## src/rtl/dram_word_packer.sv

```systemverilog
// dram_word_packer
//
// Assembles 32-bit DRAM read beats into full-width memory words and writes
// them to the weight BRAM, signal ROM, input-feature BRAM or the parameter
// register, depending on the fill phase reported by the DRAM access
// controller. The first beat of a word lands in the LSBs; the assembled
// buffer is truncated to the target width.
//
// Ports
//   clk_i                 rising-edge clock
//   general_rst_i         synchronous active-high reset
//   dram_access_state_i   fill phase: 000 reset, 001 parameters, 010 weights,
//                         011 signals, 100 inputs, 101 filled (others = reset)
//   dram_rd_valid_i       beat present on dram_rd_data_i
//   dram_rd_data_i        DRAM read beat
//   weight_wr_*_o         weight BRAM write strobe / address / word
//   signal_wr_*_o         signal ROM write strobe / address / word
//   input_wr_*_o          input-feature BRAM write strobe / address / word
//   parameters_o          latched parameter word
//   parameters_valid_o    parameters_o holds a loaded word
//   overflow_o            sticky: a word completed on a saturated address
module dram_word_packer #(
  parameter int DATA_IN_DRAM_WIDTH       = 32,
  parameter int PARAMETERS_WIDTH         = 50,
  parameter int ROM_SIG_WIDTH            = 100,
  parameter int N_ROWS_ARRAY             = 16,
  parameter int I_WIDTH                  = 8,
  parameter int F_WIDTH                  = 8,
  parameter int SIG_ADDRS_WIDTH          = 16,
  parameter int INPUT_FEATURE_ADDR_WIDTH = 16
) (
  input  logic                                clk_i,
  input  logic                                general_rst_i,
  input  logic [2:0]                          dram_access_state_i,
  input  logic                                dram_rd_valid_i,
  input  logic [DATA_IN_DRAM_WIDTH-1:0]       dram_rd_data_i,
  output logic                                weight_wr_en_o,
  output logic [SIG_ADDRS_WIDTH-1:0]          weight_wr_address_o,
  output logic [F_WIDTH*N_ROWS_ARRAY-1:0]     weight_wr_data_o,
  output logic                                signal_wr_en_o,
  output logic [SIG_ADDRS_WIDTH-1:0]          signal_wr_address_o,
  output logic [ROM_SIG_WIDTH-1:0]            signal_wr_data_o,
  output logic                                input_wr_en_o,
  output logic [INPUT_FEATURE_ADDR_WIDTH-1:0] input_wr_address_o,
  output logic [I_WIDTH*N_ROWS_ARRAY-1:0]     input_wr_data_o,
  output logic [PARAMETERS_WIDTH-1:0]         parameters_o,
  output logic                                parameters_valid_o,
  output logic                                overflow_o
);

  localparam int DW       = DATA_IN_DRAM_WIDTH;
  localparam int WEIGHT_W = F_WIDTH * N_ROWS_ARRAY;
  localparam int INPUT_W  = I_WIDTH * N_ROWS_ARRAY;

  function automatic int beats_for(input int width);
    return (width + DW - 1) / DW;
  endfunction

  function automatic int max2(input int a, input int b);
    return (a > b) ? a : b;
  endfunction

  localparam int N_PARAM  = beats_for(PARAMETERS_WIDTH);
  localparam int N_WEIGHT = beats_for(WEIGHT_W);
  localparam int N_SIGNAL = beats_for(ROM_SIG_WIDTH);
  localparam int N_INPUT  = beats_for(INPUT_W);
  localparam int NMAX     = max2(max2(N_PARAM, N_WEIGHT), max2(N_SIGNAL, N_INPUT));
  localparam int BUF_W    = NMAX * DW;
  localparam int CNT_W    = $clog2(NMAX) + 1;

  typedef enum logic [2:0] {
    ST_RESET  = 3'd0,
    ST_PARAM  = 3'd1,
    ST_WEIGHT = 3'd2,
    ST_SIGNAL = 3'd3,
    ST_INPUT  = 3'd4,
    ST_FILLED = 3'd5
  } acc_state_t;

  logic [2:0]                          state_q;
  logic [CNT_W-1:0]                    cnt_q;
  logic [BUF_W-1:0]                    buf_q;
  logic [SIG_ADDRS_WIDTH-1:0]          w_addr_q, s_addr_q;
  logic [INPUT_FEATURE_ADDR_WIDTH-1:0] i_addr_q;
  logic                                w_sat_q, s_sat_q, i_sat_q;

  logic                                state_changed, fill_state, accept, complete;
  logic [CNT_W-1:0]                    n_last, cnt_eff;
  logic [BUF_W-1:0]                    buf_next;
  logic                                entry_w, entry_s, entry_i;
  logic [SIG_ADDRS_WIDTH-1:0]          w_addr_eff, s_addr_eff;
  logic [INPUT_FEATURE_ADDR_WIDTH-1:0] i_addr_eff;
  logic                                w_sat_eff, s_sat_eff, i_sat_eff;

  // Beat acceptance and buffer assembly. A phase change restarts assembly
  // so the beat of the changing cycle becomes beat 0 of the new phase.
  always_comb begin
    fill_state = 1'b1;
    n_last     = '0;
    case (dram_access_state_i)
      ST_PARAM:  n_last = CNT_W'(N_PARAM - 1);
      ST_WEIGHT: n_last = CNT_W'(N_WEIGHT - 1);
      ST_SIGNAL: n_last = CNT_W'(N_SIGNAL - 1);
      ST_INPUT:  n_last = CNT_W'(N_INPUT - 1);
      default:   fill_state = 1'b0;
    endcase
    state_changed = (dram_access_state_i != state_q);
    accept        = dram_rd_valid_i && fill_state;
    cnt_eff       = state_changed ? '0 : cnt_q;
    buf_next      = state_changed ? '0 : buf_q;
    for (int k = 0; k < NMAX; k++) begin
      if (cnt_eff == CNT_W'(k)) buf_next[k*DW +: DW] = dram_rd_data_i;
    end
    complete = accept && (cnt_eff == n_last);

    // Address counters restart on entry; the entry cycle must already see
    // the cleared value in case it completes a word.
    entry_w    = state_changed && (dram_access_state_i == ST_WEIGHT);
    entry_s    = state_changed && (dram_access_state_i == ST_SIGNAL);
    entry_i    = state_changed && (dram_access_state_i == ST_INPUT);
    w_addr_eff = entry_w ? '0 : w_addr_q;
    s_addr_eff = entry_s ? '0 : s_addr_q;
    i_addr_eff = entry_i ? '0 : i_addr_q;
    w_sat_eff  = entry_w ? 1'b0 : w_sat_q;
    s_sat_eff  = entry_s ? 1'b0 : s_sat_q;
    i_sat_eff  = entry_i ? 1'b0 : i_sat_q;
  end

  // Output register stage: strobes, addresses, packed words, parameters.
  always_ff @(posedge clk_i) begin
    if (general_rst_i) begin
      state_q             <= '0;
      cnt_q               <= '0;
      buf_q               <= '0;
      w_addr_q            <= '0;
      s_addr_q            <= '0;
      i_addr_q            <= '0;
      w_sat_q             <= 1'b0;
      s_sat_q             <= 1'b0;
      i_sat_q             <= 1'b0;
      weight_wr_en_o      <= 1'b0;
      weight_wr_address_o <= '0;
      weight_wr_data_o    <= '0;
      signal_wr_en_o      <= 1'b0;
      signal_wr_address_o <= '0;
      signal_wr_data_o    <= '0;
      input_wr_en_o       <= 1'b0;
      input_wr_address_o  <= '0;
      input_wr_data_o     <= '0;
      parameters_o        <= '0;
      parameters_valid_o  <= 1'b0;
      overflow_o          <= 1'b0;
    end else begin
      state_q        <= dram_access_state_i;
      weight_wr_en_o <= 1'b0;
      signal_wr_en_o <= 1'b0;
      input_wr_en_o  <= 1'b0;

      if (accept) begin
        cnt_q <= complete ? '0 : cnt_eff + 1'b1;
        buf_q <= complete ? '0 : buf_next;
      end else if (state_changed) begin
        cnt_q <= '0;
        buf_q <= '0;
      end

      if (entry_w) begin w_addr_q <= '0; w_sat_q <= 1'b0; end
      if (entry_s) begin s_addr_q <= '0; s_sat_q <= 1'b0; end
      if (entry_i) begin i_addr_q <= '0; i_sat_q <= 1'b0; end

      // The all-ones address is written once; the sat flag marks it used.
      if (complete) begin
        case (dram_access_state_i)
          ST_PARAM: begin
            parameters_o       <= buf_next[PARAMETERS_WIDTH-1:0];
            parameters_valid_o <= 1'b1;
          end
          ST_WEIGHT: begin
            if (w_sat_eff) overflow_o <= 1'b1;
            else begin
              weight_wr_en_o      <= 1'b1;
              weight_wr_address_o <= w_addr_eff;
              weight_wr_data_o    <= buf_next[WEIGHT_W-1:0];
              if (&w_addr_eff) w_sat_q  <= 1'b1;
              else             w_addr_q <= w_addr_eff + 1'b1;
            end
          end
          ST_SIGNAL: begin
            if (s_sat_eff) overflow_o <= 1'b1;
            else begin
              signal_wr_en_o      <= 1'b1;
              signal_wr_address_o <= s_addr_eff;
              signal_wr_data_o    <= buf_next[ROM_SIG_WIDTH-1:0];
              if (&s_addr_eff) s_sat_q  <= 1'b1;
              else             s_addr_q <= s_addr_eff + 1'b1;
            end
          end
          ST_INPUT: begin
            if (i_sat_eff) overflow_o <= 1'b1;
            else begin
              input_wr_en_o      <= 1'b1;
              input_wr_address_o <= i_addr_eff;
              input_wr_data_o    <= buf_next[INPUT_W-1:0];
              if (&i_addr_eff) i_sat_q  <= 1'b1;
              else             i_addr_q <= i_addr_eff + 1'b1;
            end
          end
          default: ;
        endcase
      end
    end
  end

endmodule

```

## config.mk

```make
export PLATFORM = sky130hd
export DESIGN_NAME = dram_word_packer
export DESIGN_NICKNAME = d
export VERILOG_FILES = /design/src/rtl/dram_word_packer.sv
export SDC_FILE = /design/constraint.sdc
export NUM_CORES = 1
export LEC_CHECK = 0
export CAP_MARGIN = 20
export CELL_PAD_IN_SITES_DETAIL_PLACEMENT = 0
export CELL_PAD_IN_SITES_GLOBAL_PLACEMENT = 2
export CORE_ASPECT_RATIO = 1.1
export CORE_MARGIN = 2
export CORE_UTILIZATION = 27
export CTS_CLUSTER_SIZE = 25
export DETAILED_ROUTE_END_ITERATION = 8
export PLACE_DENSITY_LB_ADDON = 0.1
export SLEW_MARGIN = 20
export SYNTH_ARGS = -nofsm -noshare
export SYNTH_HDL_FRONTEND = slang
export SYNTH_SLANG_ARGS = --single-unit
```

## constraint.sdc

```tcl
create_clock -name clk_i -period 3.5 [get_ports clk_i]
set_input_delay 0.7 -clock clk_i [delete_from_list [all_inputs] [get_ports clk_i]]
set_output_delay 0.7 -clock clk_i [all_outputs]
set_load 0.05 [all_outputs]
```

==> results by group, run 1 <==
STA
  • Final Hold Fails: 0
  • Hold WS: 453 ps
  • Clock skew: 25.3 ps
  • F_max: 304 MHz
  • RSZ-0062 raised after global routing: false
  • Max Slew Vio Count: 0
  • Fin worst setup slack: 205 ps
  • Final setup fails: 0
  • Final critical-path required period: 3290 ps
  • Slew margin rel.: 26.6%
  • Final Cycle Share: 94.1%
  • Worst-margin pin slew: 1090 ps
  • Setup_tns: 0 ps

Clock network
  • Clk slew on worst S/H paths: 60 ps
  • Post-cts resize count: 0
  • Htree depth: 3
  • Root Buffer: clkbuf_16
  • TritonCTS Buffers: 75
  • Longest Clk Path Bufs: 3
  • Clock sink count: 644
  • # hold bufs at CTS: 0
  • CTS tree: yes
  • Post CTS Setup Buffer Count: 0
  • Clk_lat worst skew: 640 ps

Global route
  • Remaining Overflow, GRT: 0
  • Initial antenna violation count: 1
  • Total global routing track utilization: 21.8%
  • Global-route wire length before repair: 153 mm
  • Vias in the first global route: 22300
  • Largest net degree at the start of global routing: 110

Setup path
  • CP max-delay cell: or4_1
  • Crit Path Max Fanout: 8
  • Critical path's top delay family: simple AND/OR/NAND/NOR gates
  • Crit path largest cell delay: 630 ps
  • R2R cell count: 9
  • CP required: 4050 ps
  • Kind of critical path: in -> reg
  • R2R setup slack: 630 ps
  • Crit. End Element: flip-flop
  • Crit path DAT: 3850 ps
  • Bufs and invs on worst path: 3
  • RR Startpoint: state_q[0]
  • Startpoint Class: input pin
  • Worst r2r dst: input_wr_data_o[36]
  • Crit-path cells: clkdlybuf4s50_1 -> buf_4 -> nor3b_1 -> buf_4 -> nand2b_1 -> and2_1 -> ha_1 -> nand2_1 -> or2_2 -> nor3_2 -> or4_1 -> or4_1 -> a21oi_1

Finish
  • Filler cell count: 8990
  • Commonest non-fill, non-tap cell in the layout: dfxtp_1
  • Nets: 3507
  • Most frequent cells in the layout: 644 x dfxtp_1, 495 x clkdlybuf4s50_1, 493 x nor2_1
  • Syn-to-layout area delta: 44.4%
  • Final cell utilization of the core: 39.4%
  • Share of cells above drive strength 1: 12.4%
  • Final Instance Count excl. Fillers: 4693
  • Post-route cell area: 35300 um^2

Place
  • Final GP Congestion: 0.835
  • Pre-CTS WS: -424 ps
  • Count of port buffers added during placement: 496
  • DP Cell Count: 4554
  • Detailed Place HPWL: 76.5 mm
  • Placed inst area: 32800 um^2

Floorplan
  • Die Y-Extent: 320 um
  • Die Area: 93100 um^2
  • Site row count: 115
  • Starting Density: 27.3%
  • Core box area: 89600 um^2
  • IO Count: 497
  • Die width: 291 um

Worst hold path
  • Worst hold endpoint: parameters_o[21]
  • Hold Path Origin: parameters_o[21]
  • Hold path cells: 2
  • HP Class: reg -> reg

Detailed routing
  • Length of routed met3 wiring: 5.53 mm
  • DRC Markers: 0
  • Vias: 23200
  • Met1 WL: 47.5 mm
  • Drt first pass iters: 5
  • Routed WL per cell: 22.3 um
  • DRT antenna net count: 0
  • Final wirelength: 105 mm
  • Vias/cell: 4.95
  • Top sig layer: met4
  • Drt initial violations: 1437
  • Met2 wire len: 48.6 mm

Yosys
  • Synth warn: 0
  • Post-Synthesis Cells: 2859
  • Largest family of logic cells by synthesized area: compound AO/OA/AOI/OAI gates
  • Register area share after synthesis: 52.7%
  • Synth Area in Adders: 0.409%
  • Post-synth EDFFs: 0
  • Async S/R FF share, synth: 0%
  • Post-synth cell types: 57
  • Synth Area in Simple Gates: 18.4%
  • Mux share of post-synthesis cell area: 0.297%
  • Main synth FF type: dfxtp_1
  • Mapped Area: 24500 um^2
  • XOR/XNOR Fraction of Synth Area: 0.854%
  • Syn avg cell area: 8.56 um^2
  • Synth Area in Compound Gates: 23.0%
  • Yosys reg bits: 644
  • Post-synth net total: 2905

Status
  • Status: complete, no violations

Pwr
  • Tot Pwr: 16.3 mW
  • Total power divided by cell area: 462 nW/um^2
  • Worst VDD drop: 0.000284 V
  • Leakage: 11.9 nW

Flow run
  • Max-cap viol count: 0
[per-layer routing]
| metal | vias to the layer above | GRT usage (%) |
|---|---|---|
| met1 | 11100 | 28.9 |
| met5 | - | 0 |
| li1 | 11300 | - |
| met3 | 136 | 4.00 |
| met4 | 0 | 7.08 |
| met2 | 650 | 35.7 |
[cell usage after synthesis (13+ instances only)]
master     count  share of area, %
a2bb2oi_1     47               1.7
xnor2_1       13              0.47
nand4_1       15              0.38
nor2_1       495               7.6
buf_2         23              0.47
a211oi_1     289               8.9
nand2_1      397               6.1
a22o_1        49               1.8
inv_1         14              0.21
a21oi_1      228               4.7
or3_1         24              0.61
o21ai_0       50               1.0
nand3_1       58               1.2
clkbuf_1     221               3.4
nor3_1        13              0.27
dfxtp_1      644                53
a22oi_1      145               4.4
[kinds of logic after synthesis]
group | after synthesis
fa+ha+maj | 8
mux | 7
buf+inv | 269
xor+xnor | 23
simple gates | 1081
flops | 644
compound gates | 827
[worst max-delay path by stage]
stage	cells after the start	start	endpoint
floorplan	13	dram_access_state_i[2]	i_addr_q[15]
global placement	13	dram_access_state_i[1]	i_addr_q[15]
detailed placement	13	dram_access_state_i[1]	i_addr_q[15]
CTS	13	dram_access_state_i[1]	i_addr_q[15]
global route	13	dram_access_state_i[1]	i_addr_q[15]
finish	13	dram_access_state_i[1]	i_addr_q[15]
[state kept, by name (all words and copies together), names as in the netlist]
register,flops
i_sat_q,1
parameters_valid_o,1
signal_wr_data_o,100
signal_wr_address_o,16
parameters_o,50
overflow_o,1
s_addr_q,16
weight_wr_en_o,1
input_wr_address_o,16
s_sat_q,1
input_wr_data_o,128
weight_wr_address_o,16
weight_wr_data_o,128
signal_wr_en_o,1
w_sat_q,1
state_q,3
buf_q,128
input_wr_en_o,1
cnt_q,3
i_addr_q,16
w_addr_q,16
[where the power goes]
| part | switching (mW) | total [mW] | internal [mW] | leakage (nW) |
|---|---|---|---|---|
| logic | 0.518 | 0.746 | 0.228 | 5.41 |
| clock network | 3.30 | 8.23 | 4.92 | 1.27 |
| registers | 0.0148 | 7.36 | 7.35 | 5.19 |
| total | 3.84 | 16.3 | 12.5 | 11.9 |
[tightest hold or removal path, delay by kind of cell, from the launching register on]
family | cells | cell delay [ps]
DFF | 1 | 300
AOI/OAI and AO/OA | 1 | 50
and+or+nand+nor | 1 | 50
[area by class of cell]
type | instances | area [um^2] | area share, %
Inverter | 14 | 52.6 | 0.149
Multi-Input combinational cell | 1946 | 10700 | 30.2
Sequential cell | 644 | 12900 | 36.5
Antenna cell | 2 | 5.00 | 0.0142
Timing Repair Buffer | 780 | 7680 | 21.7
Tap cell | 1170 | 1460 | 4.14
Clock buffer | 111 | 2260 | 6.38
Clock inverter | 26 | 322 | 0.910
Note: power is estimated with default switching activity, not from simulation.
==> inputs of run 2 (changes only) <==
Settings changed: CTS_CLUSTER_SIZE 25 to 30.
==> run 2 against run 1 <==
- setup slack better by 17 ps
- critical path type unchanged
- register-to-register slack better by 20 ps
- critical endpoint unchanged
- hold slack about the same
- fmax up 0.52%
- clock-buffer cell count unchanged
- utilization about the same
- sequential share of layout area about the same
- combinational power about the same
- sequential power about the same
- clock power down 0.7%
==> results by group, run 2 (synthesis results as in run 1) <==
Clock network
  • Clock sink count: 644
  • Clk slew on worst S/H paths: 50 ps
  • Post-cts resize count: 0
  • TritonCTS Buffers: 75
  • Longest Clk Path Bufs: 3
  • Root Buffer: clkbuf_16
  • CTS tree: yes
  • Htree depth: 3
  • Post CTS Setup Buffer Count: 0
  • Clk_lat worst skew: 640 ps
  • # hold bufs at CTS: 0

Detailed routing
  • Vias: 23200
  • Final wirelength: 105 mm
  • Top sig layer: met4
  • Length of routed met3 wiring: 5.50 mm
  • Met2 wire len: 48.5 mm
  • DRT antenna net count: 0
  • Drt first pass iters: 5
  • Met1 WL: 47.6 mm
  • Routed WL per cell: 22.3 um
  • DRC Markers: 0
  • Drt initial violations: 1416
  • Vias/cell: 4.94

Floorplan
  • Die Area: 93100 um^2
  • Die Y-Extent: 320 um
  • Core box area: 89600 um^2
  • Die width: 291 um
  • Starting Density: 27.3%
  • IO Count: 497
  • Site row count: 115

STA
  • Setup_tns: 0 ps
  • F_max: 305 MHz
  • Slew margin rel.: 28.7%
  • Max Slew Vio Count: 0
  • Final Hold Fails: 0
  • Final setup fails: 0
  • Final Cycle Share: 93.6%
  • RSZ-0062 raised after global routing: false
  • Clock skew: 23.9 ps
  • Worst-margin pin slew: 1060 ps
  • Final critical-path required period: 3280 ps

Setup path
  • Startpoint Class: input pin
  • Crit-path cells: clkdlybuf4s50_1 -> buf_4 -> nor3b_1 -> buf_4 -> nand2b_1 -> and2_1 -> ha_1 -> nand2_1 -> or2_2 -> nor3_2 -> or4_1 -> or4_1 -> a21oi_1
  • Crit Path Max Fanout: 8
  • Critical path's top delay family: simple AND/OR/NAND/NOR gates
  • CP required: 4050 ps
  • R2R setup slack: 650 ps
  • Crit. End Element: flip-flop
  • Crit path largest cell delay: 630 ps
  • Crit path DAT: 3830 ps
  • Kind of critical path: in -> reg
  • CP max-delay cell: or4_1
  • Bufs and invs on worst path: 3

Pwr
  • Worst VDD drop: 0.000283 V
  • Total power divided by cell area: 461 nW/um^2
  • Internal power: 12.4 mW
  • Sw power: 3.84 mW
  • Switching Fraction: 23.6%
  • Combinational power share: 4.6%
  • Seq pwr share: 45.2%
  • Leakage: 11.9 nW
  • Clock Power Share: 50.2%

Global route
  • Vias in the first global route: 22300
  • Initial antenna violation count: 1
  • Largest net degree at the start of global routing: 110
  • Remaining Overflow, GRT: 0
  • Total global routing track utilization: 21.8%
  • Global-route wire length before repair: 154 mm

Place
  • Final GP Congestion: 0.835
  • Detailed Place HPWL: 76.5 mm
  • Count of port buffers added during placement: 496
  • Placed inst area: 32800 um^2

Flow run
  • Max-cap viol count: 0

Finish
  • Commonest non-fill, non-tap cell in the layout: dfxtp_1
  • Syn-to-layout area delta: 44.3%
  • Filler cell count: 8992
  • Share of cells above drive strength 1: 12.5%
  • Post-route cell area: 35300 um^2
  • Final cell utilization of the core: 39.4%
  • Nets: 3507
  • Most frequent cells in the layout: 644 x dfxtp_1, 495 x clkdlybuf4s50_1, 493 x nor2_1
  • Largest registers: buf_q: 128 flops, input_wr_data_o: 128 flops, weight_wr_data_o: 128 flops

Status
  • Status: complete, no violations

Worst hold path
  • HP Class: reg -> reg
[run 2: final timing paths]
check	startpoint	to	cells after the start
worst min register to register	parameters_o[21]	parameters_o[21]	2
worst max register to register	state_q[0]	input_wr_data_o[36]	9
worst max-delay path	dram_access_state_i[1]	i_addr_q[15]	13
worst min-delay path	parameters_o[21]	parameters_o[21]	2
[run 2: worst register-to-register path, stage by stage, from the launching register on]
cell and delay, ps:
dfxtp_1 410, xor2_1 160, nor3_4 330, buf_4 450, nand2_1 150, nor4_2 420
buf_12 240, buf_12 290, nor2_1 90, a211oi_1 220
[run 2: routing by layer]
layer,GRT usage [%],vias up
met4,7.13,0
met3,3.95,137
li1,-,11300
met5,0,-
met2,35.7,666
met1,28.9,11100
[run 2: cell type report]
| class | instances | area, um^2 | area share, % |
|---|---|---|---|
| sequential | 644 | 12900 | 36.5 |
| multi-input combinational | 1946 | 10700 | 30.2 |
| timing repair buffer | 780 | 7680 | 21.7 |
| clock buffer | 111 | 2270 | 6.42 |
| tap | 1170 | 1460 | 4.14 |
| clock inverter | 26 | 297 | 0.840 |
| inverter | 14 | 52.6 | 0.149 |
| antenna | 1 | 2.50 | 0.00708 |
[run 2: power groups by stage]
stage,clock [mW],sequential (mW),combinational [mW]
floorplan,0,7.52,0.321
global placement,0,7.52,0.744
detailed placement,0,7.52,0.750
CTS,8.41,7.36,0.752
global route,8.72,7.36,0.788
finish,8.17,7.36,0.746
[run 2: per-stage QoR]
stage	power, mW	hold WS, ps	setup slack [ps]	std cells
after global routing	16.9	475	53.9	4692
after detailed placement	8.27	445	-424	4554
after floorplan	7.84	439	0.315	2859
final	16.3	453	222	4692
after CTS	16.5	455	245	4691
after global placement	8.27	442	-450	4554
==> inputs of run 3 (changes only) <==
Settings changed: PLACE_DENSITY_LB_ADDON 0.1 to 0.25.
==> run 3 against run 2 <==
- wire length fell by 3.0%
- non-clock buffer count decreased by 65
- design area down 1.9%
- sequential share of layout area up 0.69 points
- global-route usage shrank 0.63 points
- critical path depth stayed put
- first-iteration DRC count increased by 3.1%
- combinational power down 4.8%
- largest cell class unchanged
- largest power group unchanged
==> results by group, run 3 (synthesis results as in run 1) <==
Floorplan
  • Die Area: 93100 um^2
  • Die Y-Extent: 320 um
  • Die width: 291 um
  • Starting Density: 27.3%
  • Core box area: 89600 um^2
  • IO Count: 497
  • Site row count: 115

Clock network
  • Post CTS Setup Buffer Count: 0
  • Root Buffer: clkbuf_16
  • Post-cts resize count: 0
  • # hold bufs at CTS: 0
  • TritonCTS Buffers: 74
  • Htree depth: 3
  • Clock sink count: 644
  • Clk_lat worst skew: 610 ps
  • Longest Clk Path Bufs: 3
  • CTS tree: yes
  • Clk slew on worst S/H paths: 60 ps

Detailed routing
  • DRT antenna net count: 0
  • Drt first pass iters: 5
  • Vias/cell: 4.97
  • Drt initial violations: 1460
  • Vias: 23000
  • Final wirelength: 102 mm
  • DRC Markers: 0
  • Routed WL per cell: 22.0 um

STA
  • Fin worst setup slack: 331 ps
  • Final Cycle Share: 90.5%
  • Max Slew Vio Count: 0
  • RSZ-0062 raised after global routing: false
  • Final critical-path required period: 3170 ps
  • Final setup fails: 0
  • Clock skew: 10.9 ps
  • Slew margin rel.: 38.3%
  • F_max: 316 MHz
  • Worst-margin pin slew: 922 ps
  • Final Hold Fails: 0

Finish
  • Share of cells above drive strength 1: 10.7%
  • Most frequent cells in the layout: 644 x dfxtp_1, 495 x clkdlybuf4s50_1, 493 x nor2_1
  • Commonest non-fill, non-tap cell in the layout: dfxtp_1
  • Area of the multi-input gates: 10700 um^2
  • Largest registers: buf_q: 128 flops, input_wr_data_o: 128 flops, weight_wr_data_o: 128 flops
  • Syn-to-layout area delta: 41.6%
  • Nets: 3441
  • Filler cell count: 9101
  • Sequential Area: 12900 um^2
  • # diodes: 0

Pwr
  • Worst VDD drop: 0.000273 V
  • Leakage: 11.5 nW
  • Total power divided by cell area: 460 nW/um^2
  • Tot Pwr: 16.0 mW

Setup path
  • Crit. Startpoint: dram_access_state_i[1]
  • Bufs and invs on worst path: 6
  • CP endpoint: weight_wr_data_o[22]
  • Kind of critical path: in -> reg
  • Worst r2r dst: weight_wr_data_o[22]
  • CP max-delay cell: a22oi_1
  • R2R setup slack: 660 ps
  • Crit Path Max Fanout: 14
  • Top cell by count, worst path: buf_12
  • CP required: 3940 ps
  • Crit. End Element: flip-flop
  • Startpoint Class: input pin
  • Crit-path cells: clkdlybuf4s50_1 -> buf_4 -> xor2_2 -> buf_12 -> nor3_4 -> nand2_1 -> buf_4 -> ha_1 -> a21boi_4 -> buf_12 -> buf_12 -> a22oi_1 -> a211oi_1
  • Levels on crit path: 13
  • Crit path largest cell delay: 580 ps
  • R2R cell count: 11
  • Crit path DAT: 3610 ps
  • RR Startpoint: state_q[1]
  • Critical path's top delay family: buffers and inverters

Worst hold path
  • HP Class: reg -> reg

Place
  • Pre-CTS WS: -297 ps
  • Count of port buffers added during placement: 496
  • Detailed Place HPWL: 73.0 mm
  • Final GP Congestion: 0.819

Global route
  • Largest net degree at the start of global routing: 108
  • GR peak layer: met2
  • Met3 Use GR: 4.92%
  • Global-route wire length before repair: 150 mm
  • Met2 usage: 34.6%
  • Vias in the first global route: 22100
  • Met1 Track Usage GR: 27.9%
  • Initial antenna violation count: 0
  • Remaining Overflow, GRT: 0
  • Total global routing track utilization: 21.2%

Status
  • Status: complete, no violations

Flow run
  • Max-cap viol count: 0
==> run 3: cell count changes in the layout (fill, tap and decap cells not counted), sizes merged, moves of 2 or more <==
cell / change
inv: -2
clkbuf: -7
clkinvlp: -2
buf: -65
clkinv: +6
==> run 3: worst min-delay path by stage <==
stage	start	to	slack, ps	depth (start not counted)
after floorplan	w_sat_q	w_sat_q	440	2
after global placement	parameters_o[13]	parameters_o[13]	440	2
after detailed placement	input_wr_data_o[115]	input_wr_data_o[115]	440	2
after CTS	input_wr_data_o[115]	input_wr_data_o[115]	450	2
after global routing	input_wr_address_o[15]	input_wr_address_o[15]	470	2
final	input_wr_data_o[115]	input_wr_data_o[115]	450	2
==> run 3: per-stage QoR <==
| step | setup TNS [ps] | hold slack [ps] | std cells | area, um^2 | utilization [%] |
|---|---|---|---|---|---|
| detailed placement | -27360 | 444 | 4489 | 32200 | 35.9 |
| global placement | -12960 | 444 | 4489 | 32200 | 35.9 |
| floorplan | 0 | 439 | 2859 | 24500 | - |
| global route | 0 | 465 | 4622 | 34700 | 38.7 |
| finish | 0 | 450 | 4622 | 34700 | 38.7 |
| CTS | 0 | 452 | 4622 | 34700 | 38.7 |
==> run 3: power breakdown <==
part / switching [mW] / leakage, nW / internal (mW) / total [mW]
Combinational: 0.502 / 5.09 / 0.208 / 0.710
Sequential: 0.0147 / 5.19 / 7.35 / 7.36
Clock: 3.20 / 1.22 / 4.69 / 7.89
Total: 3.71 / 11.5 / 12.2 / 16.0
==> run 3: layout make-up <==
type | count | area share (%)
clock inverters | 29 | 0.924
inverters | 14 | 0.152
clock buffers | 104 | 6.14
flip-flops and latches | 644 | 37.2
multi-input cells | 1946 | 30.8
well taps | 1170 | 4.22
repair buffers | 715 | 20.6
==> run 3: layer usage <==
| layer | routed length, um | part of all wire (%) | up-vias |
|---|---|---|---|
| met2 | 47300 | 47 | 661 |
| li1 | - | - | 11200 |
| met1 | 45400 | 45 | 11100 |
| met3 | 6460 | 6.4 | 109 |
| met4 | 2460 | 2.4 | 0 |
| met5 | 0 | 0 | - |
==> run 3: worst register-to-register path, stage by stage (launching register included) <==
cell      delay [ps]
dfxtp_1          350
xor2_2           200
buf_12           140
nor3_4           280
nand2_1          160
buf_4            160
ha_1             190
a21boi_4         150
buf_12           170
buf_12           140
a22oi_1          580
a211oi_1         160
